### src/rtl/i2s_tx.sv
// I2S Philips-format mono transmitter: 16-bit samples duplicated into both slots of a 64-BCLK frame.
// Buffer depth is 1 by default; define I2S_TX_FIFO_EN for a 4-entry FIFO.
module i2s_tx #(
    parameter int CLK_DIV = 4
) (
    input  logic               clk,
    input  logic               rst_n,
    input  logic signed [15:0] data_in,
    input  logic               in_valid,
    output logic               in_ready,
    output logic               i2s_bclk,
    output logic               i2s_ws,
    output logic               i2s_sd,
    output logic               underrun
);

    localparam int DATA_W = 16;
`ifdef I2S_TX_FIFO_EN
    localparam int DEPTH = 4;
`else
    localparam int DEPTH = 1;
`endif
    localparam int PW = (DEPTH > 1) ? $clog2(DEPTH) : 1;
    localparam int FW = $clog2(DEPTH + 1);
    localparam int DW = $clog2(CLK_DIV);
    localparam logic [DW-1:0] DIV_LAST = DW'(CLK_DIV - 1);

    logic [DW-1:0]            div_cnt;
    logic                     tick;
    logic                     fall;
    logic [5:0]               bit_cnt;
    logic [5:0]               bit_nxt;
    logic [4:0]               slot_pos;
    logic                     frame_start;
    logic [PW-1:0]            wr_ptr;
    logic [PW-1:0]            rd_ptr;
    logic [FW-1:0]            fill;
    logic [FW-1:0]            fill_nxt;
    logic                     push;
    logic                     pop;
    logic signed [DATA_W-1:0] mem [2**PW];
    logic signed [DATA_W-1:0] pop_data;
    logic signed [DATA_W-1:0] frame_smp;
    logic signed [DATA_W-1:0] shreg;

    function automatic logic [PW-1:0] ptr_inc(input logic [PW-1:0] p);
        return (p == PW'(DEPTH - 1)) ? '0 : p + PW'(1);
    endfunction

    assign tick        = (div_cnt == DIV_LAST);
    assign fall        = tick && i2s_bclk;
    assign bit_nxt     = bit_cnt + 6'd1;
    assign slot_pos    = bit_nxt[4:0];
    assign frame_start = fall && (bit_cnt == 6'd63);
    assign push        = in_valid && in_ready;
    // Pop sees the pre-edge fill, so a sample arriving on a frame-start edge waits for the next frame
    assign pop         = frame_start && (fill != '0);
    assign pop_data    = mem[rd_ptr];

    always_comb begin
        fill_nxt = fill;
        case ({push, pop})
            2'b10:   fill_nxt = fill + FW'(1);
            2'b01:   fill_nxt = fill - FW'(1);
            default: fill_nxt = fill;
        endcase
    end

    always_ff @(posedge clk) begin
        if (push)
            mem[wr_ptr] <= data_in;
    end

    always_ff @(posedge clk or negedge rst_n) begin
        if (!rst_n) begin
            div_cnt   <= '0;
            i2s_bclk  <= 1'b0;
            bit_cnt   <= 6'd63;
            i2s_ws    <= 1'b0;
            i2s_sd    <= 1'b0;
            underrun  <= 1'b0;
            in_ready  <= 1'b1;
            fill      <= '0;
            wr_ptr    <= '0;
            rd_ptr    <= '0;
            frame_smp <= '0;
            shreg     <= '0;
        end else begin
            div_cnt  <= tick ? '0 : div_cnt + DW'(1);
            if (tick)
                i2s_bclk <= ~i2s_bclk;
            underrun <= frame_start && (fill == '0);
            fill     <= fill_nxt;
            in_ready <= (fill_nxt != FW'(DEPTH));
            if (push)
                wr_ptr <= ptr_inc(wr_ptr);
            if (pop)
                rd_ptr <= ptr_inc(rd_ptr);
            // Serial outputs change only on the BCLK falling edge; slot bit 0 is the Philips delay bit
            if (fall) begin
                bit_cnt <= bit_nxt;
                i2s_ws  <= bit_nxt[5];
                if (frame_start) begin
                    frame_smp <= pop ? pop_data : '0;
                    shreg     <= pop ? pop_data : '0;
                    i2s_sd    <= 1'b0;
                end else if (slot_pos == 5'd0) begin
                    shreg  <= frame_smp;
                    i2s_sd <= 1'b0;
                end else if (slot_pos <= 5'd16) begin
                    i2s_sd <= shreg[DATA_W-1];
                    shreg  <= shreg << 1;
                end else begin
                    i2s_sd <= 1'b0;
                end
            end
        end
    end

endmodule

### config.mk
export PLATFORM = sky130hd
export DESIGN_NAME = i2s_tx
export DESIGN_NICKNAME = d
export VERILOG_FILES = /design/src/rtl/i2s_tx.sv
export SDC_FILE = /design/constraint.sdc
export NUM_CORES = 1
export LEC_CHECK = 0
export ABC_AREA = 1
export BUFFER_PORTS_ARGS = -buffer_cell sky130_fd_sc_hd__buf_2
export CORE_MARGIN = 5
export CORE_UTILIZATION = 59
export CTS_CLUSTER_DIAMETER = 100
export DETAILED_ROUTE_END_ITERATION = 8
export GPL_TIMING_DRIVEN = 1
export HOLD_SLACK_MARGIN = 0.03
export PLACE_DENSITY_LB_ADDON = 0.25
export SYNTH_ARGS = -nofsm -noshare
export SYNTH_HDL_FRONTEND = slang
export SYNTH_SLANG_ARGS = --single-unit
### constraint.sdc
create_clock -name clk -period 1.9 [get_ports clk]
set_input_delay 0.19 -clock clk [delete_from_list [all_inputs] [get_ports clk]]
set_output_delay 0.19 -clock clk [all_outputs]
set_load 0.05 [all_outputs]
==> results_dict.tcl <==
set metrics [dict create \
    status "complete, no violations" \
    place_area_um2 3080 \
    cp-start-kind "register" \
    insertion_delay_ns 0.34 \
    finalPower_mw 2.51 \
    crit_required_ns 2.16 \
    reg2regPathDepth 10 \
    core_area_um2 4690 \
    yosysMostFrequentCell "nor2_1" \
    grt-ovfl-total 0 \
    synth_common_cells "nor2_1, dfrtp_1, inv_1, nand3_1, nand2_1" \
    finalNetCount 364 \
    hold_viol_final 0 \
    routed_wl_um 5840 \
    cap_violations 0 \
    seq_area_frac_synth_pct 57.6 \
    yosysWarnings 0 \
    dp_hpwl_um 3670 \
    synth_top_area_share_pct 34.3 \
    synth-edff-count 16 \
    cts_root_buf "clkbuf_8" \
    final_max_slew_viol_count 0 \
    path_class "reg2reg" \
    port_buffers 23 \
    ys_top_cells_by_area "dfrtp_1, edfxtp_1, dfstp_2, nand3_1, nor2_1" \
    fill_cells 341 \
    fin_ws_ns 0.111 \
    placed_cells_incl_taps 368 \
    die_area_um2 6320 \
    drive_gt1_share_pct 25.0 \
    p_per_area_nw_per_um2 726 \
    wl_per_cell_um 14.5 \
    cts_made_buffers 9 \
    critPathArrivalTime_ns 2.05 \
    cts_max_path_buffers 2 \
    grt_max_degree 32 \
    htreeDepth 3 \
    multiInputGateArea_um2 987 \
    drc 0 \
    fin_util_pct 73.6 \
    grt_usage_pct 21.0 \
    cp_slowest_cell "dfstp_2" \
    clk_pin_slew_worst_paths_ns 0.07 \
    slew_headroom_pct 76.2 \
    antenna_left 0 \
    grt_pass1_vias 2220 \
    synth-main-ff-cell "dfrtp_1" \
    fp.dieW_um 79.5 \
    fin_crit_sh_pct 94.2 \
    whs_ns 0.0379 \
    ys_async_sr_fraction_pct 74.2 \
    first_pass_iters 4 \
    gp_congestion 0.831 \
    netlist_area_um2 2850 \
    setup-violations-final 0 \
    row_count 25 \
    regArea_um2 1640 \
    fin_crit_ns 1.79 \
    synthCells 290 \
    start_util_pct 60.7 \
    fmax_mhz 559 \
    io_pins 24 \
    peakVddDrop_uv 596 \
    dr.first_iter.drc_count 119 \
    worstSetupEndpointType "register" \
    die_h_um 79.5 \
    hold_depth 1 \
    hp-start "data_in[0]" \
    grt_pass1_wl_um 10200 \
    antenna_found_initial 0 \
    cts_tree "yes" \
    pre_cts_slack_ns 0.104 \
    area_growth_pct 21.3 \
    final_cells 402 \
    ys_seq_elements 62 \
    synth_nets 311 \
    yosysUniqueCellTypes 33 \
    antenna_cells 0 \
    finalInstanceArea_um2 3450 \
    worstReg2RegStart "bit_cnt[0]" \
    hold_class "in2reg" \
    synth_top_area_cell "dfrtp_1" \
    tns_ns 0 \
    max_stage_delay_ns 0.59 \
    skew_ns 0.00678 \
    leakagePower_nw 1.58 \
    vias 2129 \
    rsz0062_at_grt "no" \
    viasPerCell 5.30 \
    critPathMaxFanout 12 \
    cts_sinks 62 \
    avgSynthCellArea_um2 9.82 \
    startpoint "bit_cnt[0]" \
    cp_cell_sequence "ha_4, nand2_2, clkinv_2, nand3_2, nand2_4, nand2_2, nand2_4, buf_12, nor2_1, a21oi_1" \
    worstMarginPinSlew_ns 0.358 \
]
-- worst max-delay path: cells and delay by family (launching register included) --
kind / cells / cell delay [ns]
adders and majority gates: 1 / 0.16
AOI/OAI and AO/OA: 1 / 0.16
DFF: 1 / 0.59
buffers and inverters: 2 / 0.24
and+or+nand+nor: 6 / 0.54
-- layer usage --
metal  global-route usage [%]  wire [um]
met5                        0          0
met4                     6.19         51
met3                     5.53        277
met2                     35.2       2840
met1                     26.8       2670
-- cells in the final DEF (no fill, tap or decap) --
cell / n
nor2_1: 44
dfrtp_1: 39
inv_1: 38
nand3_1: 35
buf_2: 23
nand2_1: 19
dlygate4sd3_1: 16
edfxtp_1: 16
o22ai_1: 15
o21bai_1: 15
buf_4: 11
nor2_2: 9
a21oi_2: 9
clkbuf_8: 9
a21oi_1: 8
dfstp_2: 7
o21ai_0: 5
clkinv_1: 4
nand2_2: 3
clkinv_2: 3
buf_12: 3
nand2_4: 2
o21ai_1: 2
xor2_1: 1
nor4_2: 1
nand3_2: 1
nand4_1: 1
nand3_4: 1
nor2_4: 1
inv_4: 1
inv_6: 1
nor3_1: 1
xnor2_1: 1
ha_4: 1
ha_1: 1
bufinv_16: 1
-- registers in the layout, indices dropped and copies added (netlist names) --
name and count:
in_ready 1, div_cnt 2, i2s_ws 1, i2s_bclk 1, frame_smp 16, bit_cnt 6, mem 16, fill 1
underrun 1, shreg 16, i2s_sd 1
-- final timing paths --
path                              end  slack [ns]
max in group asynchronous  bit_cnt[5]        1.00
min                         mem[0][0]        0.04
max                          shreg[3]        0.11
min reg2reg                div_cnt[0]        0.44
max reg2reg                  shreg[3]        0.11
min in group asynchronous  div_cnt[1]        0.30
-- kinds of logic after synthesis --
family	share of synthesized area (%)
AOI/OAI and AO/OA	12.6
xor gates and xnor gates	0.615
adders and majority gates	0.878
buffers and inverters	8.21
DFF	57.6
and+or+nand+nor	20.1
-- area by class of cell --
type,instances,share of cell area [%]
multi-input combinational,176,28.6
timing repair buffer,53,12.1
inverter,41,4.71
clock buffer,9,3.59
tap,54,1.96
clock inverter,7,1.59
sequential,62,47.5
-- power by group --
group / internal, mW / switching (mW)
clock: 0.583 / 0.492
combinational: 0.0368 / 0.0291
sequential: 1.37 / 0
-- repair_timing --
| item | 4_1_cts | 5_1_grt |
|---|---|---|
| hold buffers | 16 | 0 |
| endpoints found under the hold margin | 24 | 0 |
| gates resized for setup | 0 | 6 |
| endpoints found under the setup margin | 0 | 12 |
| buffers inserted | 0 | 2 |
(Power assumes the default switching activity.)
